## src/rtl/ides_word_aligner_pkg.sv

```systemverilog
// ---------------------------------------------------------------------------
// ides_align_pkg
//   Shared definitions for the IDES word aligner: FSM state encoding,
//   default training patterns and a word-rotation helper used when
//   reasoning about how bitslips move the training word.
// ---------------------------------------------------------------------------
package ides_align_pkg;

  typedef enum logic [2:0] {
    ST_IDLE   = 3'd0,
    ST_CHECK  = 3'd1,
    ST_SLIP   = 3'd2,
    ST_SETTLE = 3'd3,
    ST_LOCKED = 3'd4
  } align_state_e;

  // Default training words; both differ from every one of their rotations.
  localparam logic [15:0] PATTERN_W16 = 16'h00FF;
  localparam logic [7:0]  PATTERN_W8  = 8'h0F;

  // Settle counter width (supports SETTLE_CYCLES up to 255).
  localparam int unsigned SETTLE_W = 32'd8;

  // Rotate the low 'width' bits (8 or 16) of w right by amt positions.
  function automatic logic [15:0] rotr(input logic [15:0] w,
                                       input int unsigned amt,
                                       input int unsigned width);
    logic [15:0] res;
    if (width == 32'd8) begin
      res = {8'h00, 8'(({w[7:0], w[7:0]}) >> amt[2:0])};
    end else begin
      res = 16'(({w, w}) >> amt[3:0]);
    end
    return res;
  endfunction

endpackage

```

## src/rtl/ides_word_aligner_if.sv

```systemverilog
// ---------------------------------------------------------------------------
// ides_word_aligner_if
//   Bundles the aligner's deserializer-facing and consumer-facing signals.
//   slave  : the aligner (inputs en_i/relock_i/q_i, drives the rest)
//   master : the environment (drives en_i/relock_i/q_i, observes the rest)
//   Signals: en_i, relock_i, q_i[WIDTH], calib_o, locked_o, word_o[WIDTH],
//            word_valid_o, slip_cnt_o[clog2(WIDTH)], wrap_o
// ---------------------------------------------------------------------------
interface ides_word_aligner_if #(
  parameter int unsigned WIDTH = 32'd16
);
  localparam int unsigned SW = $clog2(WIDTH);

  logic             en_i;
  logic             relock_i;
  logic [WIDTH-1:0] q_i;
  logic             calib_o;
  logic             locked_o;
  logic [WIDTH-1:0] word_o;
  logic             word_valid_o;
  logic [SW-1:0]    slip_cnt_o;
  logic             wrap_o;

  modport master (
    output en_i, relock_i, q_i,
    input  calib_o, locked_o, word_o, word_valid_o, slip_cnt_o, wrap_o
  );

  modport slave (
    input  en_i, relock_i, q_i,
    output calib_o, locked_o, word_o, word_valid_o, slip_cnt_o, wrap_o
  );

endinterface

```

## src/rtl/ides_word_aligner_pattern_match.sv

```systemverilog
// ---------------------------------------------------------------------------
// ides_pattern_match
//   Compares each parallel word against the training pattern and counts
//   consecutive matches (saturating at LOCK_COUNT).
//   clk, rst   : clock, synchronous active-high reset
//   clear_i    : zero the match counter
//   cmp_en_i   : compare/count this cycle
//   q_i        : word under test
//   match_o    : q_i equals the pattern (combinational)
//   hit_o      : pulse on the compare that brings the count to LOCK_COUNT
// ---------------------------------------------------------------------------
module ides_pattern_match
  import ides_align_pkg::*;
#(
  parameter int unsigned WIDTH      = 32'd16,
  parameter logic [15:0] PATTERN    = PATTERN_W16,
  parameter int unsigned LOCK_COUNT = 32'd4
) (
  input  logic             clk,
  input  logic             rst,
  input  logic             clear_i,
  input  logic             cmp_en_i,
  input  logic [WIDTH-1:0] q_i,
  output logic             match_o,
  output logic             hit_o
);

  localparam logic [3:0] CNT_MAX = 4'(LOCK_COUNT);

  logic [3:0] cnt_q;
  logic [3:0] cnt_d;

  // Pattern compare and next consecutive-match count.
  always_comb begin
    match_o = (q_i == PATTERN[WIDTH-1:0]);
    hit_o   = 1'b0;
    cnt_d   = cnt_q;
    if (clear_i) begin
      cnt_d = 4'd0;
    end else if (cmp_en_i) begin
      if (match_o) begin
        // Saturate so a held count never re-fires the hit pulse.
        if (cnt_q != CNT_MAX) begin
          cnt_d = cnt_q + 4'd1;
        end else begin
          cnt_d = cnt_q;
        end
        hit_o = ((cnt_q + 4'd1) == CNT_MAX);
      end else begin
        cnt_d = 4'd0;
      end
    end else begin
      cnt_d = cnt_q;
    end
  end

  // Match counter register.
  always_ff @(posedge clk) begin
    if (rst) begin
      cnt_q <= 4'd0;
    end else begin
      cnt_q <= cnt_d;
    end
  end

endmodule

```

## src/rtl/ides_word_aligner.sv

```systemverilog
// ---------------------------------------------------------------------------
// ides_word_aligner
//   PCLK-domain word aligner for the IDES16 deserializer. Searches for the
//   training pattern, issuing single-cycle CALIB (bitslip) pulses with a
//   settle gap after each, and once LOCK_COUNT consecutive matches are seen
//   forwards registered data words with a valid flag and lock indicator.
//   clk, rst : clock, synchronous active-high reset
//   bus      : ides_word_aligner_if.slave (en_i, relock_i, q_i in;
//              calib_o, locked_o, word_o, word_valid_o, slip_cnt_o, wrap_o out)
//   All outputs are registered.
// ---------------------------------------------------------------------------
module ides_word_aligner
  import ides_align_pkg::*;
#(
  parameter int unsigned WIDTH         = 32'd16,
  parameter logic [15:0] PATTERN       = (WIDTH == 32'd8) ? {8'h00, PATTERN_W8} : PATTERN_W16,
  parameter int unsigned LOCK_COUNT    = 32'd4,
  parameter int unsigned SETTLE_CYCLES = 32'd3
) (
  input  logic              clk,
  input  logic              rst,
  ides_word_aligner_if.slave bus
);

  localparam int unsigned SW = $clog2(WIDTH);
  localparam logic [SETTLE_W-1:0] SETTLE_LAST = SETTLE_W'(SETTLE_CYCLES - 32'd1);
  localparam logic [SW-1:0]       SLIP_LAST   = SW'(WIDTH - 32'd1);

  align_state_e         state_q, state_d;
  logic [SETTLE_W-1:0]  settle_q, settle_d;
  logic                 calib_q, calib_d;
  logic                 locked_q, locked_d;
  logic [WIDTH-1:0]     word_q, word_d;
  logic                 valid_q, valid_d;
  logic [SW-1:0]        slip_q, slip_d;
  logic                 wrap_q, wrap_d;

  logic                 match_eq;
  logic                 match_hit;
  logic                 match_clear;
  logic                 match_cmp;

  // Counter is held at zero outside CHECK, so every CHECK entry starts fresh.
  assign match_clear = (state_q != ST_CHECK);
  assign match_cmp   = (state_q == ST_CHECK);

  ides_pattern_match #(
    .WIDTH      (WIDTH),
    .PATTERN    (PATTERN),
    .LOCK_COUNT (LOCK_COUNT)
  ) u_match (
    .clk      (clk),
    .rst      (rst),
    .clear_i  (match_clear),
    .cmp_en_i (match_cmp),
    .q_i      (bus.q_i),
    .match_o  (match_eq),
    .hit_o    (match_hit)
  );

  // Next-state logic; a low enable overrides everything, including relock.
  always_comb begin
    state_d  = state_q;
    settle_d = settle_q;
    if (!bus.en_i) begin
      state_d  = ST_IDLE;
      settle_d = '0;
    end else begin
      case (state_q)
        ST_IDLE: begin
          state_d = ST_CHECK;
        end
        ST_CHECK: begin
          if (match_hit) begin
            state_d = ST_LOCKED;
          end else if (!match_eq) begin
            state_d = ST_SLIP;
          end else begin
            state_d = ST_CHECK;
          end
        end
        ST_SLIP: begin
          state_d  = ST_SETTLE;
          settle_d = '0;
        end
        ST_SETTLE: begin
          if (settle_q == SETTLE_LAST) begin
            state_d  = ST_CHECK;
            settle_d = '0;
          end else begin
            settle_d = settle_q + SETTLE_W'(1);
          end
        end
        ST_LOCKED: begin
          if (bus.relock_i) begin
            state_d = ST_CHECK;
          end else begin
            state_d = ST_LOCKED;
          end
        end
        default: begin
          state_d  = ST_IDLE;
          settle_d = '0;
        end
      endcase
    end
  end

  // Output values for the cycle the FSM is about to enter, so outputs line
  // up with the state they describe while still coming straight from flops.
  always_comb begin
    calib_d  = (state_d == ST_SLIP);
    locked_d = (state_d == ST_LOCKED);
    valid_d  = (state_d == ST_LOCKED);
    wrap_d   = 1'b0;
    slip_d   = slip_q;
    if (state_d == ST_LOCKED) begin
      word_d = bus.q_i;
    end else begin
      word_d = '0;
    end
    if (state_d == ST_SLIP) begin
      slip_d = slip_q + SW'(1);
      wrap_d = (slip_q == SLIP_LAST);
    end else begin
      slip_d = slip_q;
      wrap_d = 1'b0;
    end
  end

  // State and output registers.
  always_ff @(posedge clk) begin
    if (rst) begin
      state_q  <= ST_IDLE;
      settle_q <= '0;
      calib_q  <= 1'b0;
      locked_q <= 1'b0;
      word_q   <= '0;
      valid_q  <= 1'b0;
      slip_q   <= '0;
      wrap_q   <= 1'b0;
    end else begin
      state_q  <= state_d;
      settle_q <= settle_d;
      calib_q  <= calib_d;
      locked_q <= locked_d;
      word_q   <= word_d;
      valid_q  <= valid_d;
      slip_q   <= slip_d;
      wrap_q   <= wrap_d;
    end
  end

  assign bus.calib_o      = calib_q;
  assign bus.locked_o     = locked_q;
  assign bus.word_o       = word_q;
  assign bus.word_valid_o = valid_q;
  assign bus.slip_cnt_o   = slip_q;
  assign bus.wrap_o       = wrap_q;

endmodule

```

## src/flat_wrapper.sv

```systemverilog
// flat-port wrapper written by rule: the top's interface ports become plain ports
module ides_word_aligner_flat import ides_align_pkg::*;
#(
  parameter int unsigned WIDTH         = 32'd16,
  parameter logic [15:0] PATTERN       = (WIDTH == 32'd8) ? {8'h00, PATTERN_W8} : PATTERN_W16,
  parameter int unsigned LOCK_COUNT    = 32'd4,
  parameter int unsigned SETTLE_CYCLES = 32'd3
)
  (clk, rst, bus_en_i, bus_relock_i, bus_q_i, bus_calib_o, bus_locked_o, bus_word_o, bus_word_valid_o, bus_slip_cnt_o, bus_wrap_o);
  ides_word_aligner_if #(.WIDTH(WIDTH)) bus_i ();
  input  logic clk;
  input  logic rst;
  input wire logic [$bits(bus_i.en_i)-1:0] bus_en_i;
  input wire logic [$bits(bus_i.relock_i)-1:0] bus_relock_i;
  input wire logic [$bits(bus_i.q_i)-1:0] bus_q_i;
  output wire logic [$bits(bus_i.calib_o)-1:0] bus_calib_o;
  output wire logic [$bits(bus_i.locked_o)-1:0] bus_locked_o;
  output wire logic [$bits(bus_i.word_o)-1:0] bus_word_o;
  output wire logic [$bits(bus_i.word_valid_o)-1:0] bus_word_valid_o;
  output wire logic [$bits(bus_i.slip_cnt_o)-1:0] bus_slip_cnt_o;
  output wire logic [$bits(bus_i.wrap_o)-1:0] bus_wrap_o;
  assign bus_i.en_i = bus_en_i;
  assign bus_i.relock_i = bus_relock_i;
  assign bus_i.q_i = bus_q_i;
  assign bus_calib_o = bus_i.calib_o;
  assign bus_locked_o = bus_i.locked_o;
  assign bus_word_o = bus_i.word_o;
  assign bus_word_valid_o = bus_i.word_valid_o;
  assign bus_slip_cnt_o = bus_i.slip_cnt_o;
  assign bus_wrap_o = bus_i.wrap_o;
  ides_word_aligner #(.WIDTH(WIDTH), .PATTERN(PATTERN), .LOCK_COUNT(LOCK_COUNT), .SETTLE_CYCLES(SETTLE_CYCLES)) u_core (.clk(clk), .rst(rst), .bus(bus_i));
endmodule
```

## config.mk

```make
export PLATFORM = sky130hd
export DESIGN_NAME = ides_word_aligner_flat
export DESIGN_NICKNAME = d
export VERILOG_FILES = /design/src/rtl/ides_word_aligner_pkg.sv /design/src/rtl/ides_word_aligner_if.sv /design/src/rtl/ides_word_aligner_pattern_match.sv /design/src/rtl/ides_word_aligner.sv /design/src/flat_wrapper.sv
export SDC_FILE = /design/constraint.sdc
export NUM_CORES = 1
export LEC_CHECK = 0
export ABC_AREA = 1
export BUFFER_PORTS_ARGS = -buffer_cell sky130_fd_sc_hd__buf_2
export CAP_MARGIN = 0
export CORE_MARGIN = 2
export CORE_UTILIZATION = 46
export DETAILED_ROUTE_END_ITERATION = 10
export PLACE_DENSITY = 0.71
export SLEW_MARGIN = 20
export SYNTH_ARGS = -nofsm -noshare
export SYNTH_HDL_FRONTEND = slang
export SYNTH_SLANG_ARGS = --single-unit
```

## constraint.sdc

```tcl
create_clock -name clk -period 1.8 [get_ports clk]
set_input_delay 0.18 -clock clk [delete_from_list [all_inputs] [get_ports clk]]
set_output_delay 0.18 -clock clk [all_outputs]
set_load 0.1 [all_outputs]
```

==> results of run 1 <==
cell type report:
class	count	area [sq um]
Clock buffer	5	37.5
Clock inverter	3	45.0
Fill cell	340	1400
Inverter	44	165
Multi-Input combinational cell	134	709
Sequential cell	38	761
Tap cell	46	57.6
Timing Repair Buffer	43	215
registers in the layout, summed over array words and instances (netlist names):
name                   cells
u_core.u_match.cnt_q       4
u_core.bus.locked_o        1
u_core.settle_q            8
u_core.bus.word_o         16
u_core.bus.calib_o         1
u_core.bus.slip_cnt_o      4
u_core.bus.wrap_o          1
u_core.state_q             3
worst max-delay path by stage:
| stage | to |
|---|---|
| after CTS | u_core.settle_q[7] |
| after global routing | u_core.bus.wrap_o |
| final | u_core.settle_q[7] |
| after detailed placement | u_core.settle_q[7] |
| after global placement | u_core.bus.slip_cnt_o[2] |
| after floorplan | u_core.bus.slip_cnt_o[2] |
placed cells by master (no fill, tap or decap), drive strengths merged:
cell type | synthesis | routed
nand3 | 13 | 13
bufinv | 0 | 1
a211oi | 1 | 1
o21ai | 2 | 2
nor2 | 52 | 52
o21bai | 1 | 1
o2bb2ai | 1 | 1
o211ai | 1 | 1
or2 | 2 | 2
xor2 | 8 | 8
clkinvlp | 0 | 2
dfxtp | 38 | 38
nor4 | 1 | 1
xnor2 | 1 | 1
nand2 | 30 | 30
a21boi | 1 | 1
a2bb2oi | 3 | 3
buf | 2 | 43
clkbuf | 1 | 5
ha | 5 | 5
nor3 | 5 | 5
a21oi | 6 | 6
inv | 44 | 44
o21a | 1 | 1
per-stage QoR:
stage	power (mW)	worst slack (ps)
4_1_cts	1.56	268
3_3_place_gp	0.966	343
6_report	1.53	277
2_1_floorplan	0.931	83.1
3_5_place_dp	0.967	301
5_1_grt	1.60	74.1
kinds of logic (layout without fill, tap and decap cells):
kind of cell	after synthesis	in the layout	synth area share, %
xor+xnor	9	9	4.75
simple gates	103	103	26.9
buf+inv	47	95	11.3
fa+ha+maj	5	5	3.77
flops	38	38	45.9
compound gates	17	17	7.40
worst max-delay path, delay by kind of cell (launching register included):
| family | cells | cell delay, ps |
|---|---|---|
| flops | 1 | 450 |
| simple gates | 4 | 580 |
| compound gates | 1 | 210 |
| xor+xnor | 1 | 160 |
power groups by stage:
| stage | Combinational (mW) | Clock (mW) | Sequential [mW] |
|---|---|---|---|
| after global placement | 0.0984 | 0 | 0.868 |
| after global routing | 0.113 | 0.633 | 0.850 |
| after detailed placement | 0.0991 | 0 | 0.868 |
| after floorplan | 0.0526 | 0 | 0.878 |
| after CTS | 0.0995 | 0.607 | 0.849 |
| final | 0.0983 | 0.585 | 0.849 |
per-layer routing:
layer	wire length [microns]	vias up
li1	-	751
met1	1380	594
met2	1280	37
met3	182	5
met4	63	0
met5	0	-
==> impl_metrics.toml, run 1 <==
[run_status]
outcome = "completed"

[yosys]
synth_seq_cells = 38
ys_async_sr_fraction_pct = 0
synth_top_area_cell = "dfxtp_1"
synthTopCellsByCount = "52 x nor2_1, 44 x inv_1, 38 x dfxtp_1"
synth_nets = 244
synth_top_area_share_pct = 45.9
synth_warnings = 0
avgSynthCellArea_sq_um = 7.57
synth.most_common_cell = "nor2_1"
synth_area_sq_um = 1660
synth_edf_count = 0
yosysSeqAreaShare_pct = 45.9
synthCells = 219
synthFlopType = "dfxtp_1"
synth_cell_types = 27
synth_area_leaders = "dfxtp_1 46%, nor2_1 12%, inv_1 10%, nand2_1 6.8%, xor2_1 4.2%"

[critical_path]
r2r_end = "u_core.settle_q[7]"
crit_top_cell = "nor2_1"
crit_path_cell_trace = "a21oi_1 > nor2_1 > nand3_1 > nor3_1 > xor2_1 > nor2_1"
setup.worst_path.start_class = "flip-flop"
r2r_slack_ps = 280
critPathKind = "flip-flop to flip-flop"
worst-path-max-fanout = 8
required_ps = 2030
r2r_start = "u_core.state_q[2]"
cp_slowest_cell = "dfxtp_1"
startpoint = "u_core.state_q[2]"
arrival_ps = 1760
end_kind = "flip-flop"
rr_worst_depth = 6
crit_path_max_incr_delay_ps = 450

[cells_and_area]
fin_area_sq_um = 1990
drive_gt1_share_pct = 21.7
final_util_pct = 58.7
finalNonFillerCells = 313
syn_to_final_growth_pct = 20.1
n_antenna_cell = 0
fin_nets = 291

[grt]
grtUsageTotal_pct = 15.8
globalRouteMet1Util_pct = 19.5
grt_pass1_vias = 1303
grt_busiest_layer = "met2"
grt_start_max_net_pins = 19
antenna_found_initial = 0
grt_use_met3_pct = 4.40
grt_pass1_wl_mm = 5.04
met2_usage_pct = 24.2
overflow = 0

[timing]
worst_pin_slew_ps = 539
slew_headroom_pct = 64.1
setup_violations = 0
fmax_mhz = 657
hold_viol_final = 0
finalCriticalPeriod_ps = 1520
fin_skew_ps = 8.03
setup_tns_ps = 0
rsz0062_at_grt = "no"
finalCritPeriodShare_pct = 84.6
hold_slack_ps = 39.4
drv_slew = 0

[power]
ir_drop_uv = 466
cellPowerDensity_nw_per_um2 = 770
p_leak_nw = 1.01
p_int_mw = 1.17
p_seq_share_pct = 55.4
pwr-share-comb_pct = 6.4
switching_share_pct = 23.5
p_clk_share_pct = 38.2
switchingPower_mw = 0.360

[routing]
vias = 1387
via_per_inst = 4.43
drc = 0
finalWirelength_mm = 2.91
first_pass_iters = 4
ant_nets = 0
drt-initial-drc-count = 43
post_drt_wl_per_cell_microns = 9.29

[placement]
post_dp_cell_area_sq_um = 1910
hpwl_mm = 2.21
routabilityCongestion = 0.809
dp.cells = 305
io_buffers = 43

[die]
die_h_microns = 64.0
io_pins = 44
initial_core_util_pct = 48.9
die_area_sq_um = 4100
core_sq_um = 3390
num_rows = 21
dieWidth_microns = 64.0

[clock_network]
root_buffer = "clkbuf_4"
post_cts_buffers = 0
numCtsBuffers = 5
cts_hold_buffers = 0
cts_htree_levels = 2
clockBufferDepth = 2
clkLatencyLatePin_ps = 340
tritoncts = "built"
cts.clk_slew.worst_paths_ps = 120
cts_sinks = 38
ctsResizeCount = 0

[flow_run]
drv_cap = 0

[min_path]
min_to = "u_core.bus.word_o[5]"
hold_class = "input port to flip-flop"
holdCritStartpoint = "bus_q_i[5]"
hold_path_depth = 3
No activity file was read; power rests on OpenSTA's default activity.
==> inputs of run 2 (changes only) <==
- ABC_AREA: 1 -> 0
- PLACE_DENSITY: 0.71 -> 0.75
- clock period: 1.8 -> 1.22 ns (I/O delays scaled with it)
==> run 2 against run 1 <==
  * The run now ends with hold timing, setup timing left
  * Area after synthesis fell by 6.0%
  * Non-clock buffer count rose by 43
  * Critical endpoint is now u_core.bus.word_o[11]
  * Sequential power rose by 47%
  * Synthesized cell count fell by 27%
  * Power rose by 50%
  * Worst hold slack got worse by 76 ps
  * Highest routed layer unchanged
  * Final cell count fell by 5.8%
  * Flip-flop and latch count did not move
  * Design area rose by 20%
  * Clock power rose by 45%
  * Largest cell class is now multi-input gates
  * Wire length rose by 41%
==> impl_metrics.toml, run 2 <==
[run_status]
outcome = "finished, violations left"
violations = "hold timing, setup timing"

[yosys]
synth_top_area_share_pct = 48.8
yosysSeqAreaShare_pct = 48.8
synth_seq_cells = 38
avgSynthCellArea_sq_um = 9.74
synth_warnings = 0
synthTopCellsByCount = "38 x dfxtp_1, 17 x and2_1, 17 x nor2_1"
synth.most_common_cell = "dfxtp_1"
synth_nets = 185
synth_cell_types = 39
synthCells = 160
synth_area_leaders = "dfxtp_1 49%, and2_1 6.8%, nor2_1 4.1%, ha_1 4.0%, xor2_1 2.8%"
synth_area_sq_um = 1560
synthFlopType = "dfxtp_1"
synth_top_area_cell = "dfxtp_1"
ys_async_sr_fraction_pct = 0
synth_edf_count = 0

[cells_and_area]
fillers = 253
drive_gt1_share_pct = 41.8
syn_to_final_growth_pct = 53.0
fin_nets = 273
regArea_sq_um = 767
largest_reg_flops = 16
final_cell_mix = "36 x buf_4, 33 x dfxtp_1, 21 x clkbuf_4"
final_common_cell = "buf_4"
finalNonFillerCells = 295
multi_input_area_sq_um = 822
n_antenna_cell = 0

[placement]
routabilityCongestion = 0.784
dpl_worst_slack_ps = -779
dp.cells = 274
io_buffers = 43
hpwl_mm = 2.46

[min_path]
holdCritStartpoint = "bus_q_i[15]"
hold_path_depth = 2
min_to = "u_core.bus.word_o[15]"
hold_class = "input port to flip-flop"

[die]
num_rows = 21
initial_core_util_pct = 47.5
die_area_sq_um = 3870
core_sq_um = 3280
dieWidth_microns = 62.2
die_h_microns = 62.2
io_pins = 44

[power]
cellPowerDensity_nw_per_um2 = 964
p_leak_nw = 1.09
total_power_mw = 2.30
ir_drop_uv = 729

[timing]
drv_slew = 0
slew_headroom_pct = 63.8
finalCritPeriodShare_pct = 138
rsz0062_at_grt = "yes"
fin_ws_ps = -464
fmax_mhz = 594
fin_skew_ps = 15.3
setup_violations = 38
setup_tns_ps = -13060
worst_pin_slew_ps = 538
hold_viol_final = 1
finalCriticalPeriod_ps = 1680
hold_slack_ps = -36.5

[critical_path]
r2r_start = "u_core.state_q[0]"
required_ps = 1520
end_kind = "flip-flop"
crit_top_cell = "or4_4"
worst-path-max-fanout = 8
rr_worst_depth = 5
crit_path_cell_trace = "buf_6 > or4_4 > or4_4 > o41ai_4 > buf_4 > and2_1"
r2r_slack_ps = -330
cp_top_family = "simple AND/OR/NAND/NOR gates"
crit_buf_inv = 2
critPathKind = "input port to flip-flop"
r2r_end = "u_core.bus.word_o[11]"
setup.worst_path.start_class = "input port"
crit_path_max_incr_delay_ps = 600
arrival_ps = 1980
cp_slowest_cell = "or4_4"

[routing]
drt-initial-drc-count = 38
post_drt_wl_per_cell_microns = 13.9
first_pass_iters = 5
finalWirelength_mm = 4.10
drc = 0
via_per_inst = 4.96
vias = 1464
ant_nets = 0

[clock_network]
numCtsBuffers = 5
clkLatencyLatePin_ps = 350
cts.clk_slew.worst_paths_ps = 120
root_buffer = "clkbuf_4"
tritoncts = "built"
cts_sinks = 38
cts_hold_buffers = 11
cts_htree_levels = 2
clockBufferDepth = 2

[flow_run]
drv_cap = 0

[grt]
grt_start_max_net_pins = 18
overflow = 0
grtUsageTotal_pct = 20.8
grt_pass1_vias = 1446
grt_pass1_wl_mm = 6.47
antenna_found_initial = 0
[run 2: changes by cell type after synthesis, sizes merged, moves of 6 or more]
cell	delta
inv	-40
nor2	-35
nand2	-25
and2	+17
nand3	-7
nand2b	+6
nand4	+6
[run 2: repair_timing]
action / 4_1_cts / 5_1_grt
pin swaps: 4 / 4
endpoints found under the hold margin: 12 / 1
setup buffers: 0 / 1
cloned: 0 / 1
endpoints found under the setup margin: 44 / 54
gates resized for setup: 16 / 25
[run 2: metrics by stage]
stage / instance area (sq um) / util (%)
detailed placement: 2060 / 62.7
floorplan: 1580 / -
global placement: 2060 / 62.7
CTS: 2300 / 70.1
finish: 2390 / 72.6
global route: 2390 / 72.6
[run 2: area by class of cell]
type / instances / area share [%]
multi-input combinational: 113 / 34.5
sequential: 38 / 32.1
timing repair buffer: 86 / 27.2
tap: 46 / 2.41
clock buffer: 7 / 1.89
clock inverter: 1 / 1.26
inverter: 4 / 0.629
[run 2: worst max path at each step]
stage	start	end	slack, ps	cells past startpoint
floorplan	bus_q_i[10]	u_core.bus.word_o[1]	-720	6
global placement	bus_q_i[10]	u_core.bus.word_o[15]	-750	6
detailed placement	bus_q_i[10]	u_core.bus.slip_cnt_o[0]	-780	5
CTS	bus_q_i[15]	u_core.u_match.cnt_q[1]	-410	5
global route	bus_q_i[15]	u_core.bus.word_o[11]	-550	6
finish	bus_q_i[15]	u_core.bus.word_o[11]	-460	6
[run 2: power breakdown]
part / leakage [nW] / switching [mW] / internal (mW)
sequential: 0.309 / 0.00679 / 1.25
combinational: 0.740 / 0.0991 / 0.0990
clock: 0.0395 / 0.413 / 0.435
[run 2: metal layers]
layer	track usage, %	up-vias	wire length [microns]
met4	7.50	0	98
met2	37.8	30	2170
li1	-	733	-
met3	4.35	13	114
met5	0	-	0
met1	24.2	688	1720
[run 2: logic make-up (layout without fill, tap and decap cells)]
| logic type | after synthesis | count (layout) | share of synthesized area, % |
|---|---|---|---|
| compound gates | 16 | 16 | 8.03 |
| xor+xnor | 7 | 7 | 3.93 |
| fa+ha+maj | 5 | 5 | 4.01 |
| buf+inv | 9 | 98 | 2.97 |
| flops | 38 | 38 | 48.8 |
| mux | 5 | 5 | 3.45 |
| simple gates | 80 | 80 | 28.8 |
==> inputs of run 3 (changes only) <==
- CORE_UTILIZATION: 46 -> 40
- PLACE_DENSITY: 0.75 -> 0.66
- clock period: 1.22 -> 1.5 ns (I/O delays scaled with it)
==> run 3 against run 2 <==
  * Wire length is 22% lower
  * Sequential share of layout area is 3.7 points higher
  * Clock power is 2% higher
  * Non-clock buffer count is 24 lower
  * Worst hold slack better by 91 ps
  * The run ends with setup timing left
  * Combinational power is 39% lower
  * Critical path depth stayed put
  * Global-route usage is 4.3 points lower
  * Register-to-register slack better by 290 ps
  * Via count is 11% lower
  * Sequential power is 18% lower
==> impl_metrics.toml, run 3 (synthesis results as in run 2) <==
[cells_and_area]
final_util_pct = 57.7
finalNonFillerCells = 273
drive_gt1_share_pct = 42.7
n_antenna_cell = 0
final_cell_mix = "42 x buf_2, 32 x dfxtp_1, 19 x buf_4"
final_common_cell = "buf_2"
fin_area_sq_um = 2140
fillers = 352
largest_reg_flops = 16
syn_to_final_growth_pct = 37.6
fin_nets = 249

[grt]
grt_pass1_vias = 1248
grtUsageTotal_pct = 16.5
antenna_found_initial = 0
overflow = 0
grt_start_max_net_pins = 14
grt_pass1_wl_mm = 5.52

[power]
pwr-share-comb_pct = 6.0
switching_share_pct = 22.1
ir_drop_uv = 707
switchingPower_mw = 0.442
p_leak_nw = 0.997
p_int_mw = 1.56
total_power_mw = 2.00
p_seq_share_pct = 50.9
p_clk_share_pct = 43.1
cellPowerDensity_nw_per_um2 = 935

[die]
core_sq_um = 3720
initial_core_util_pct = 42.0
num_rows = 22
io_pins = 44
die_h_microns = 66.4
die_area_sq_um = 4410
dieWidth_microns = 66.4

[placement]
post_dp_cell_area_sq_um = 1950
io_buffers = 43
hpwl_mm = 2.45
dpl_worst_slack_ps = -528
routabilityCongestion = 0.763
dp.cells = 264

[clock_network]
cts_htree_levels = 2
root_buffer = "clkbuf_8"
numCtsBuffers = 5
cts.clk_slew.worst_paths_ps = 80
clockBufferDepth = 2
cts_sinks = 38
clkLatencyLatePin_ps = 290
tritoncts = "built"
cts_hold_buffers = 0

[timing]
finalCritPeriodShare_pct = 114
setup_tns_ps = -4520
fin_ws_ps = -209
hold_slack_ps = 54.9
finalCriticalPeriod_ps = 1710
fin_skew_ps = 6.19
hold_viol_final = 0
drv_slew = 0
slew_headroom_pct = 67.2
worst_pin_slew_ps = 496
setup_violations = 33
rsz0062_at_grt = "yes"
fmax_mhz = 585

[critical_path]
critPathKind = "input port to flip-flop"
crit_buf_inv = 2
path_depth = 6
end_kind = "flip-flop"
crit_path_cell_trace = "buf_6 > or4_4 > or4_4 > o41ai_4 > buf_4 > and2_4"
worst-path-max-fanout = 8
arrival_ps = 1950
rr_worst_depth = 6
crit_top_cell = "or4_4"
required_ps = 1740
cp_top_family = "simple AND/OR/NAND/NOR gates"
crit_path_max_incr_delay_ps = 600
cp_slowest_cell = "or4_4"
setup.worst_path.start_class = "input port"

[min_path]
hold_path_depth = 2
hold_class = "input port to flip-flop"

[routing]
drt-initial-drc-count = 70
vias = 1310
finalWirelength_mm = 3.19
via_per_inst = 4.80
drc = 0
ant_nets = 0
post_drt_wl_per_cell_microns = 11.7
first_pass_iters = 4

[run_status]
outcome = "finished, violations left"
violations = "setup timing"

[flow_run]
drv_cap = 0
run 3: timing repair:
item / CTS / global route
endpoints found under the hold margin: 0 / 0
pin swaps: 13 / 5
setup buffers: 0 / 1
gates resized for setup: 12 / 8
endpoints found under the setup margin: 35 / 37
run 3: final timing paths:
path	from	to	slack, ps
max	bus_q_i[15]	u_core.bus.word_o[12]	-210
min	bus_q_i[15]	u_core.bus.word_o[15]	50
max reg2reg	u_core.settle_q[0]	u_core.settle_q[4]	-40
min reg2reg	u_core.bus.slip_cnt_o[1]	u_core.bus.slip_cnt_o[1]	500
run 3: worst register-to-register path: cells and delay by family (launching register included):
| kind | cells | cell delay [ps] |
|---|---|---|
| simple gates | 2 | 540 |
| flops | 1 | 330 |
| buf+inv | 1 | 60 |
| compound gates | 2 | 390 |
| fa+ha+maj | 1 | 110 |
run 3: cell type report:
class	count	area [sq um]	share of cell area [%]
repair buffers	62	364	17.0
multi-input cells	113	823	38.4
clock inverters	3	45.0	2.10
inverters	4	15.0	0.700
clock buffers	5	68.8	3.21
well taps	48	60.1	2.80
flip-flops and latches	38	768	35.8
run 3: routing by layer:
layer,up-vias,wire [microns],global-route usage (%)
li1,682,-,-
met1,595,1460,20.4
met2,28,1530,26.6
met3,5,168,5.79
met4,0,34,5.36
met5,-,0,0
run 3: power by group through the flow:
stage	combinational, mW	sequential (mW)	clock [mW]
after detailed placement	0.112	1.04	0
after global routing	0.135	1.02	0.934
final	0.121	1.02	0.864
after global placement	0.113	1.04	0
after floorplan	0.0382	1.06	0
after CTS	0.119	1.02	0.888
